<file path="config.mk">
export PLATFORM = sky130hd
export DESIGN_NAME = jtag_dap_seq
export DESIGN_NICKNAME = d
export VERILOG_FILES = /design/src/rtl/jtag_pkg.sv /design/src/rtl/jtag_dap_pack.sv /design/src/rtl/jtag_dap_seq.sv
export SDC_FILE = /design/constraint.sdc
export NUM_CORES = 1
export LEC_CHECK = 0
export CORE_ASPECT_RATIO = 0.9
export CORE_MARGIN = 5
export CORE_UTILIZATION = 40
export CTS_BUF_LIST = sky130_fd_sc_hd__clkbuf_16
export DETAILED_ROUTE_END_ITERATION = 12
export PLACE_DENSITY_LB_ADDON = 0.2
export SETUP_SLACK_MARGIN = 0.05
export SLEW_MARGIN = 15
export SYNTH_ARGS = -nofsm -noshare
export SYNTH_HDL_FRONTEND = slang
export SYNTH_SLANG_ARGS = --single-unit
</file>
<file path="constraint.sdc">
create_clock -name PHY_CLK -period 2 [get_ports PHY_CLK]
set_input_delay 0.4 -clock PHY_CLK [delete_from_list [all_inputs] [get_ports PHY_CLK]]
set_output_delay 0.4 -clock PHY_CLK [all_outputs]
set_load 0.03 [all_outputs]
</file>
<file path="src/rtl/jtag_pkg.sv">
// Shared constants and FSM state type for the JTAG-DP command sequencer.
package jtag_pkg;

  // PHY packet command codes.
  localparam logic [2:0] CMD_TAP_RESET = 3'b000;
  localparam logic [2:0] CMD_RD_DR     = 3'b001;
  localparam logic [2:0] CMD_WR_DR     = 3'b010;
  localparam logic [2:0] CMD_RD_IR     = 3'b011;
  localparam logic [2:0] CMD_WR_IR     = 3'b100;
  localparam logic [2:0] CMD_RD_DR_EXT = 3'b101;
  localparam logic [2:0] CMD_WR_DR_EXT = 3'b110;
  localparam logic [2:0] CMD_RD_IR_EXT = 3'b111;

  // JTAG-DP instruction register values.
  localparam logic [3:0] IR_ABORT  = 4'h8;
  localparam logic [3:0] IR_DPACC  = 4'hA;
  localparam logic [3:0] IR_APACC  = 4'hB;
  localparam logic [3:0] IR_IDCODE = 4'hE;

  // Scan acknowledge codes.
  localparam logic [2:0] ACK_OK   = 3'b010;
  localparam logic [2:0] ACK_WAIT = 3'b001;

  // DPACC/APACC scan length: {data[31:0], A[3:2], RnW}.
  localparam int unsigned DR_LEN = 35;

  typedef enum logic [3:0] {
    StReset,
    StIdle,
    StIrChk,
    StIrIssue,
    StDrIssue,
    StDrWait,
    StEval,
    StRdIr,
    StRbIssue,
    StResp
  } state_t;

endpackage

</file>
<file path="src/rtl/jtag_dap_pack.sv">
// DR scan packing and MSB-aligned capture extraction for DPACC/APACC scans.
module jtag_dap_pack
  import jtag_pkg::*;
#(
  parameter int unsigned BUF_SZ = 64
) (
  input  logic [31:0]       i_wdata,
  input  logic [1:0]        i_addr,
  input  logic              i_rnw,
  input  logic [BUF_SZ-1:0] i_din,
  output logic [BUF_SZ-1:0] o_dr,
  output logic [2:0]        o_ack,
  output logic [31:0]       o_rdata
);

  logic [DR_LEN-1:0] w_cap;
  logic              w_unused_din;

  // Scan goes out LSB first, so RnW sits in bit 0.
  assign o_dr = BUF_SZ'({i_wdata, i_addr, i_rnw});

  // The PHY shifts captured bits in from the top, leaving them MSB-aligned.
  assign w_cap        = i_din[BUF_SZ-1 -: DR_LEN];
  assign o_ack        = w_cap[2:0];
  assign o_rdata      = w_cap[DR_LEN-1:3];
  assign w_unused_din = ^i_din;

endmodule

</file>
<file path="src/rtl/jtag_dap_seq.sv">
// Converts DPACC/APACC requests into jtag_phy packets and parses the scan results.
module jtag_dap_seq
  import jtag_pkg::*;
#(
  parameter int unsigned BUF_SZ       = 64,
  parameter int unsigned MAX_CLEN     = 4096,
  parameter int unsigned IR_LEN       = 4,
  parameter int unsigned WAIT_RETRIES = 8,
  localparam int unsigned LW          = $clog2(MAX_CLEN),
  localparam int unsigned FIFO_IN_SZ  = BUF_SZ + 3 + LW,
  localparam int unsigned FIFO_OUT_SZ = BUF_SZ + $clog2(BUF_SZ)
) (
  input  logic                   PHY_CLK,
  input  logic                   RESETn,
  input  logic                   REQ_VALID,
  output logic                   REQ_READY,
  input  logic                   REQ_APNDP,
  input  logic                   REQ_RNW,
  input  logic [1:0]             REQ_ADDR,
  input  logic [31:0]            REQ_WDATA,
  output logic                   RSP_VALID,
  input  logic                   RSP_READY,
  output logic [31:0]            RSP_DATA,
  output logic [2:0]             RSP_ACK,
  output logic [FIFO_IN_SZ-1:0]  PHY_WRDATA,
  output logic                   PHY_WREN,
  input  logic                   PHY_WRFULL,
  input  logic [FIFO_OUT_SZ-1:0] PHY_RDDATA,
  output logic                   PHY_RDEN,
  input  logic                   PHY_RDEMPTY
);

  localparam int unsigned RW = $clog2(WAIT_RETRIES + 1);

  state_t          r_state, w_state_next;
  logic            r_apndp, r_rnw, r_rb, r_ir_valid;
  logic [1:0]      r_addr;
  logic [31:0]     r_wdata, r_rdata, r_rsp_data;
  logic [3:0]      r_ir;
  logic [2:0]      r_ack, r_rsp_ack;
  logic [RW-1:0]   r_retry;

  logic [3:0]            w_ir_need, w_ir_data;
  logic                  w_ir_hit, w_dp_hit, w_wait_retry;
  logic [BUF_SZ-1:0]     w_dr;
  logic [2:0]            w_cap_ack;
  logic [31:0]           w_cap_rdata;
  logic [FIFO_IN_SZ-1:0] w_ir_pkt, w_dr_pkt;
  logic                  w_unused_ilen;

  assign w_ir_need    = r_apndp ? IR_APACC : IR_DPACC;
  assign w_ir_hit     = r_ir_valid && (r_ir == w_ir_need);
  assign w_dp_hit     = r_ir_valid && (r_ir == IR_DPACC);
  assign w_wait_retry = (r_ack == ACK_WAIT) && (r_retry < RW'(WAIT_RETRIES));
  // RDBUFF collection always goes through DPACC, regardless of the request.
  assign w_ir_data    = (r_state == StRdIr) ? IR_DPACC : w_ir_need;
  assign w_ir_pkt     = {BUF_SZ'(w_ir_data), LW'(IR_LEN), CMD_WR_IR};
  assign w_dr_pkt     = {w_dr, LW'(DR_LEN), CMD_RD_DR};

  assign RSP_DATA      = r_rsp_data;
  assign RSP_ACK       = r_rsp_ack;
  assign w_unused_ilen = ^PHY_RDDATA[FIFO_OUT_SZ-BUF_SZ-1:0];

  jtag_dap_pack #(
    .BUF_SZ (BUF_SZ)
  ) u_pack (
    .i_wdata (r_wdata),
    .i_addr  (r_addr),
    .i_rnw   (r_rnw),
    .i_din   (PHY_RDDATA[FIFO_OUT_SZ-1 -: BUF_SZ]),
    .o_dr    (w_dr),
    .o_ack   (w_cap_ack),
    .o_rdata (w_cap_rdata)
  );

  // State register; reset re-enters the TAP-reset packet state.
  always_ff @(posedge PHY_CLK) begin
    if (!RESETn) r_state <= StReset;
    else         r_state <= w_state_next;
  end

  // Next-state logic; FIFO full/empty stalls the current state.
  always_comb begin
    w_state_next = r_state;
    unique case (r_state)
      StReset:   if (!PHY_WRFULL) w_state_next = StIdle;
      StIdle:    if (REQ_VALID) w_state_next = StIrChk;
      StIrChk:   w_state_next = w_ir_hit ? StDrIssue : StIrIssue;
      StIrIssue: if (!PHY_WRFULL) w_state_next = StDrIssue;
      StDrIssue: if (!PHY_WRFULL) w_state_next = StDrWait;
      StDrWait:  if (!PHY_RDEMPTY) w_state_next = StEval;
      StEval: begin
        if (w_wait_retry)                          w_state_next = StDrIssue;
        else if (r_ack == ACK_OK && !r_rb && r_rnw) w_state_next = StRdIr;
        else                                        w_state_next = StResp;
      end
      StRdIr:    if (w_dp_hit || !PHY_WRFULL) w_state_next = StRbIssue;
      StRbIssue: if (!PHY_WRFULL) w_state_next = StDrWait;
      StResp:    if (RSP_READY) w_state_next = StIdle;
      default:   w_state_next = StReset;
    endcase
  end

  // Handshake strobes and packet data; PHY_WRDATA is zero whenever no packet is written.
  always_comb begin
    REQ_READY  = 1'b0;
    RSP_VALID  = 1'b0;
    PHY_WREN   = 1'b0;
    PHY_RDEN   = 1'b0;
    PHY_WRDATA = '0;
    unique case (r_state)
      StReset:   PHY_WREN = RESETn && !PHY_WRFULL;
      StIdle:    REQ_READY = 1'b1;
      StIrIssue: begin
        PHY_WREN = !PHY_WRFULL;
        if (!PHY_WRFULL) PHY_WRDATA = w_ir_pkt;
      end
      StDrIssue, StRbIssue: begin
        PHY_WREN = !PHY_WRFULL;
        if (!PHY_WRFULL) PHY_WRDATA = w_dr_pkt;
      end
      StDrWait:  PHY_RDEN = !PHY_RDEMPTY;
      StRdIr: begin
        PHY_WREN = !w_dp_hit && !PHY_WRFULL;
        if (!w_dp_hit && !PHY_WRFULL) PHY_WRDATA = w_ir_pkt;
      end
      StResp:    RSP_VALID = 1'b1;
      default:   ;
    endcase
  end

  // Request latch, IR cache, capture, retry counter and response registers.
  always_ff @(posedge PHY_CLK) begin
    if (!RESETn) begin
      r_apndp    <= 1'b0;
      r_rnw      <= 1'b0;
      r_addr     <= '0;
      r_wdata    <= '0;
      r_rb       <= 1'b0;
      r_ir_valid <= 1'b0;
      r_ir       <= '0;
      r_ack      <= '0;
      r_rdata    <= '0;
      r_retry    <= '0;
      r_rsp_data <= '0;
      r_rsp_ack  <= '0;
    end else begin
      unique case (r_state)
        StIdle: if (REQ_VALID) begin
          r_apndp <= REQ_APNDP;
          r_rnw   <= REQ_RNW;
          r_addr  <= REQ_ADDR;
          r_wdata <= REQ_WDATA;
          r_rb    <= 1'b0;
        end
        StIrIssue: if (!PHY_WRFULL) begin
          r_ir_valid <= 1'b1;
          r_ir       <= w_ir_need;
        end
        StDrWait: if (!PHY_RDEMPTY) begin
          r_ack   <= w_cap_ack;
          r_rdata <= w_cap_rdata;
        end
        StEval: begin
          if (w_wait_retry) begin
            r_retry <= r_retry + 1'b1;
          end else if (r_ack == ACK_OK && r_rb) begin
            r_rsp_ack  <= r_ack;
            r_rsp_data <= r_rdata;
          end else if (!(r_ack == ACK_OK && r_rnw)) begin
            r_rsp_ack  <= r_ack;
            r_rsp_data <= '0;
          end
        end
        StRdIr: begin
          if (!w_dp_hit && !PHY_WRFULL) begin
            r_ir_valid <= 1'b1;
            r_ir       <= IR_DPACC;
          end
          // Retarget the scan registers at RDBUFF so WAIT retries replay the same scan.
          r_wdata <= '0;
          r_addr  <= 2'b11;
          r_rnw   <= 1'b1;
          r_rb    <= 1'b1;
        end
        StResp: if (RSP_READY) begin
          r_retry <= '0;
          r_rb    <= 1'b0;
        end
        default: ;
      endcase
    end
  end

endmodule
</file>
==> results of run 1 <==
[layer usage]
| layer | global-route usage (%) | vias up |
|---|---|---|
| met5 | 0 | - |
| met4 | 6.04 | 0 |
| met3 | 6.03 | 23 |
| met2 | 30.5 | 178 |
| met1 | 24.0 | 2298 |
| li1 | - | 2441 |
[per-stage QoR]
step                      hold WS, ns  setup slack (ns)  instances  TNS, ns
after floorplan                 0.432            -0.120        686   -0.120
after global placement          0.438            -0.127        946    -3.03
after detailed placement        0.443            -0.126        946    -3.15
after CTS                       0.451            -0.142        990    -4.52
after global routing            0.467            -0.211        998    -6.98
final                           0.450            -0.133        998    -3.62
[flip-flops by register name (all words and copies together) (netlist names)]
signal and cells:
r_rb 1, r_addr 2, r_rnw 1, RSP_ACK 3
RSP_DATA 32, r_wdata 32, r_rdata 32, r_state 4
r_retry 4, r_apndp 1, r_ack 3, r_ir 2
[final cells by class]
cell class	count	area share (%)
Clock inverter	14	1.20
Clock buffer	17	5.50
Sequential cell	117	30.4
Multi-Input combinational cell	472	32.2
Timing Repair Buffer	205	27.6
Tap cell	164	2.65
Inverter	9	0.469
[report_power, final]
part / switching [W] / internal (W)
Sequential: 0.0000642 / 0.00244
Clock: 0.00105 / 0.00156
Combinational: 0.000707 / 0.000597
[path summary, 6_finish.rpt]
check / depth (start not counted) / startpoint / endpoint / slack [ns]
max reg2reg: 8 / r_state[2] / r_state[2] / 0.06
min: 2 / RSP_DATA[8] / RSP_DATA[8] / 0.45
min reg2reg: 2 / RSP_DATA[8] / RSP_DATA[8] / 0.45
max: 6 / r_state[3] / PHY_WRDATA[37] / -0.13
[cell usage in the layout (no fill, tap or decap), types with 9 or more instances in the layout]
| master | count |
|---|---|
| sky130_fd_sc_hd__a21oi_1 | 107 |
| sky130_fd_sc_hd__and2_1 | 20 |
| sky130_fd_sc_hd__buf_12 | 10 |
| sky130_fd_sc_hd__buf_4 | 35 |
| sky130_fd_sc_hd__buf_6 | 46 |
| sky130_fd_sc_hd__clkbuf_16 | 17 |
| sky130_fd_sc_hd__clkdlybuf4s50_1 | 111 |
| sky130_fd_sc_hd__conb_1 | 38 |
| sky130_fd_sc_hd__dfxtp_1 | 114 |
| sky130_fd_sc_hd__inv_1 | 9 |
| sky130_fd_sc_hd__nand2_1 | 165 |
| sky130_fd_sc_hd__nand3_1 | 46 |
| sky130_fd_sc_hd__nor2_1 | 10 |
[cells in the mapped netlist, types with 4 or more instances]
cell,n
sky130_fd_sc_hd__buf_2,11
sky130_fd_sc_hd__and2_1,33
sky130_fd_sc_hd__buf_4,46
sky130_fd_sc_hd__a311oi_1,4
sky130_fd_sc_hd__nor2_1,13
sky130_fd_sc_hd__inv_1,8
sky130_fd_sc_hd__o21ai_0,5
sky130_fd_sc_hd__a22oi_1,4
sky130_fd_sc_hd__nand2_1,166
sky130_fd_sc_hd__a21oi_1,107
sky130_fd_sc_hd__nand2b_1,4
sky130_fd_sc_hd__nor2b_1,4
sky130_fd_sc_hd__nand3_1,47
sky130_fd_sc_hd__buf_6,7
sky130_fd_sc_hd__clkbuf_1,21
sky130_fd_sc_hd__dfxtp_1,117
[repair_timing]
| item | in CTS | in global routing |
|---|---|---|
| pin swaps | 7 | 9 |
| setup endpoints to repair | 44 | 55 |
| gates resized for setup | 65 | 24 |
| buffers inserted | 13 | 10 |
[logic make-up after synthesis]
family,Yosys count
compound gates,144
xor+xnor,2
fa+ha+maj,1
buf+inv,97
flops,117
mux,2
other cells,1
simple gates,285
[worst min-delay path, stage by stage, from the launching register on]
cell	delay [ns]
sky130_fd_sc_hd__dfxtp_1	0.30
sky130_fd_sc_hd__nand2_1	0.05
sky130_fd_sc_hd__a21oi_1	0.05
==> results.yml, run 1 <==
outcome:
  outcome: "finished with violations"
  violations: "setup timing"
power:
  irDropWorstVdd_mv: 0.576
  leakage_nw: 2.91
  total_power_w: 0.00641
  power_per_cell_area_nw_per_um2: 829
critical_path:
  timing.critical_path.mode_cell: "sky130_fd_sc_hd__buf_6"
  timing.critical_path.required_ns: 1.60
  timing.critical_path.buf_inv: 3
  worst_setup_path_end_kind: "output pin"
  critical_path.max_fanout: 23
  critical-path-top-delay-family: "buffers and inverters"
  timing.critical_path.slowest_stage_cell: "sky130_fd_sc_hd__dfxtp_4"
  worst-setup-path-type: "reg -> out"
  worstSetupStartpointType: "flip-flop"
  cp_slowest_stage_delay_ns: 0.35
  path_cells: "buf_6 > xor2_2 > and3_4 > buf_12 > and2_2 > buf_6"
  worst_ep_arrival_time_ns: 1.73
global_route:
  grt_util_all_layers_pct: 19.0
  grt_pass1_vias: 4819
  grt_overflow_total: 0
  grt_start_max_net_pins: 44
  grt_antenna_before_repair: 0
  wire_length_of_the_first_global_routing_pass_um: 23700
routing:
  drt-vias-per-instance: 4.95
  maxUsedRoutingLayer: "met4"
  route.met2.wl_um: 7280
  route.vias.total: 4940
  routed_wirelength_um: 14700
  drt_pre_antenna_iters: 5
  drtIter0Drc: 361
  dr_wl_met3_um: 948
  remaining_drc_errors: 0
  routedLengthMet1_um: 6190
  wire_per_inst_um: 14.7
  postRouteAntennaNets: 0
yosys:
  synth_edf_count: 0
  synth-warning-count: 0
  combinational_family_with_the_most_area_after_synthesis: "simple AND/OR/NAND/NOR gates"
  synth_cell_types: 51
  netlist.top_cell.by_area: "sky130_fd_sc_hd__dfxtp_1"
  ys_ff_latch: 117
  post_synth_xor_area_fraction_pct: 0.339
  synth_seq_area_share_pct: 45.4
  syn_area_per_cell_um2: 7.96
  synth_async_sr_flop_share_pct: 0
  post_synth_and_or_nand_nor_area_fraction_pct: 25.8
  synth_area_um2: 5160
  post_synth_fa_ha_maj_area_fraction_pct: 0.242
  synth_compound_area_share_pct: 16.2
  synthCells: 649
  synth_top_cells_by_area: "sky130_fd_sc_hd__dfxtp_1 (45%), sky130_fd_sc_hd__nand2_1 (12%), sky130_fd_sc_hd__a21oi_1 (10%)"
  synth.top_cell.area_share_pct: 45.4
  synth-main-ff-cell: "sky130_fd_sc_hd__dfxtp_1"
  synth.mux.area_fraction_pct: 0.388
clock_network:
  cts_tree: "built"
  post_cts_hold_buffers: 0
  h-tree-depth: 4
  cts.sinks: 117
  cts_buffers: 17
  worstSkewPairLatency_ns: 0.40
  cts.root.buffer_cell: "sky130_fd_sc_hd__clkbuf_16"
  clockBufferDepth: 2
  clk_pin_slew_ns: 0.05
floorplan:
  die_height_um: 118
  dieWidth_um: 130
  io-pin-count: 230
  placementRows: 39
  core_area_um2: 12700
  initial_core_utilization_pct: 40.7
  design.die.area_um2: 15300
flow_run:
  drv.max_cap_violation_count: 0
timing:
  max_slew.worst_pin.slew_ns: 0.585
  hold_viol: 0
  setup-violations-final: 39
  rsz0062_at_grt: "true"
  achievable_freq_mhz: 469
  slew_limit_headroom_pct: 60.4
  final_skew_ns: 0.0105
  slew_violations: 0
  layout_setup_ws_ns: -0.133
  final_period_minus_worst_setup_slack_ns: 2.13
  finalCritPeriodShare_pct: 107
layout:
  final_core_occ_pct: 61.0
  sequential_cell_area_um2: 2350
  finalInstanceArea_um2: 7740
  n_antenna_cell: 0
  fillCellCount: 1112
  nets: 935
  multi_input_comb_area_um2: 2490
  syn_to_final_growth_pct: 49.9
  drive_gt1_share_pct: 19.8
placed_design:
  gpl_wtd_cong: 0.850
  port_buffers: 156
  detailed_place.area_um2: 6720
  dp_hpwl_um: 9990
min_path:
  timing.hold.worst.class: "reg -> reg"
(Power assumes the default switching activity.)
==> run 2, diff against run 1 <==
- SLEW_MARGIN: 15 -> 20
==> results of run 2 <==
Final layout, timing and power as in run 1 (identical DEF).
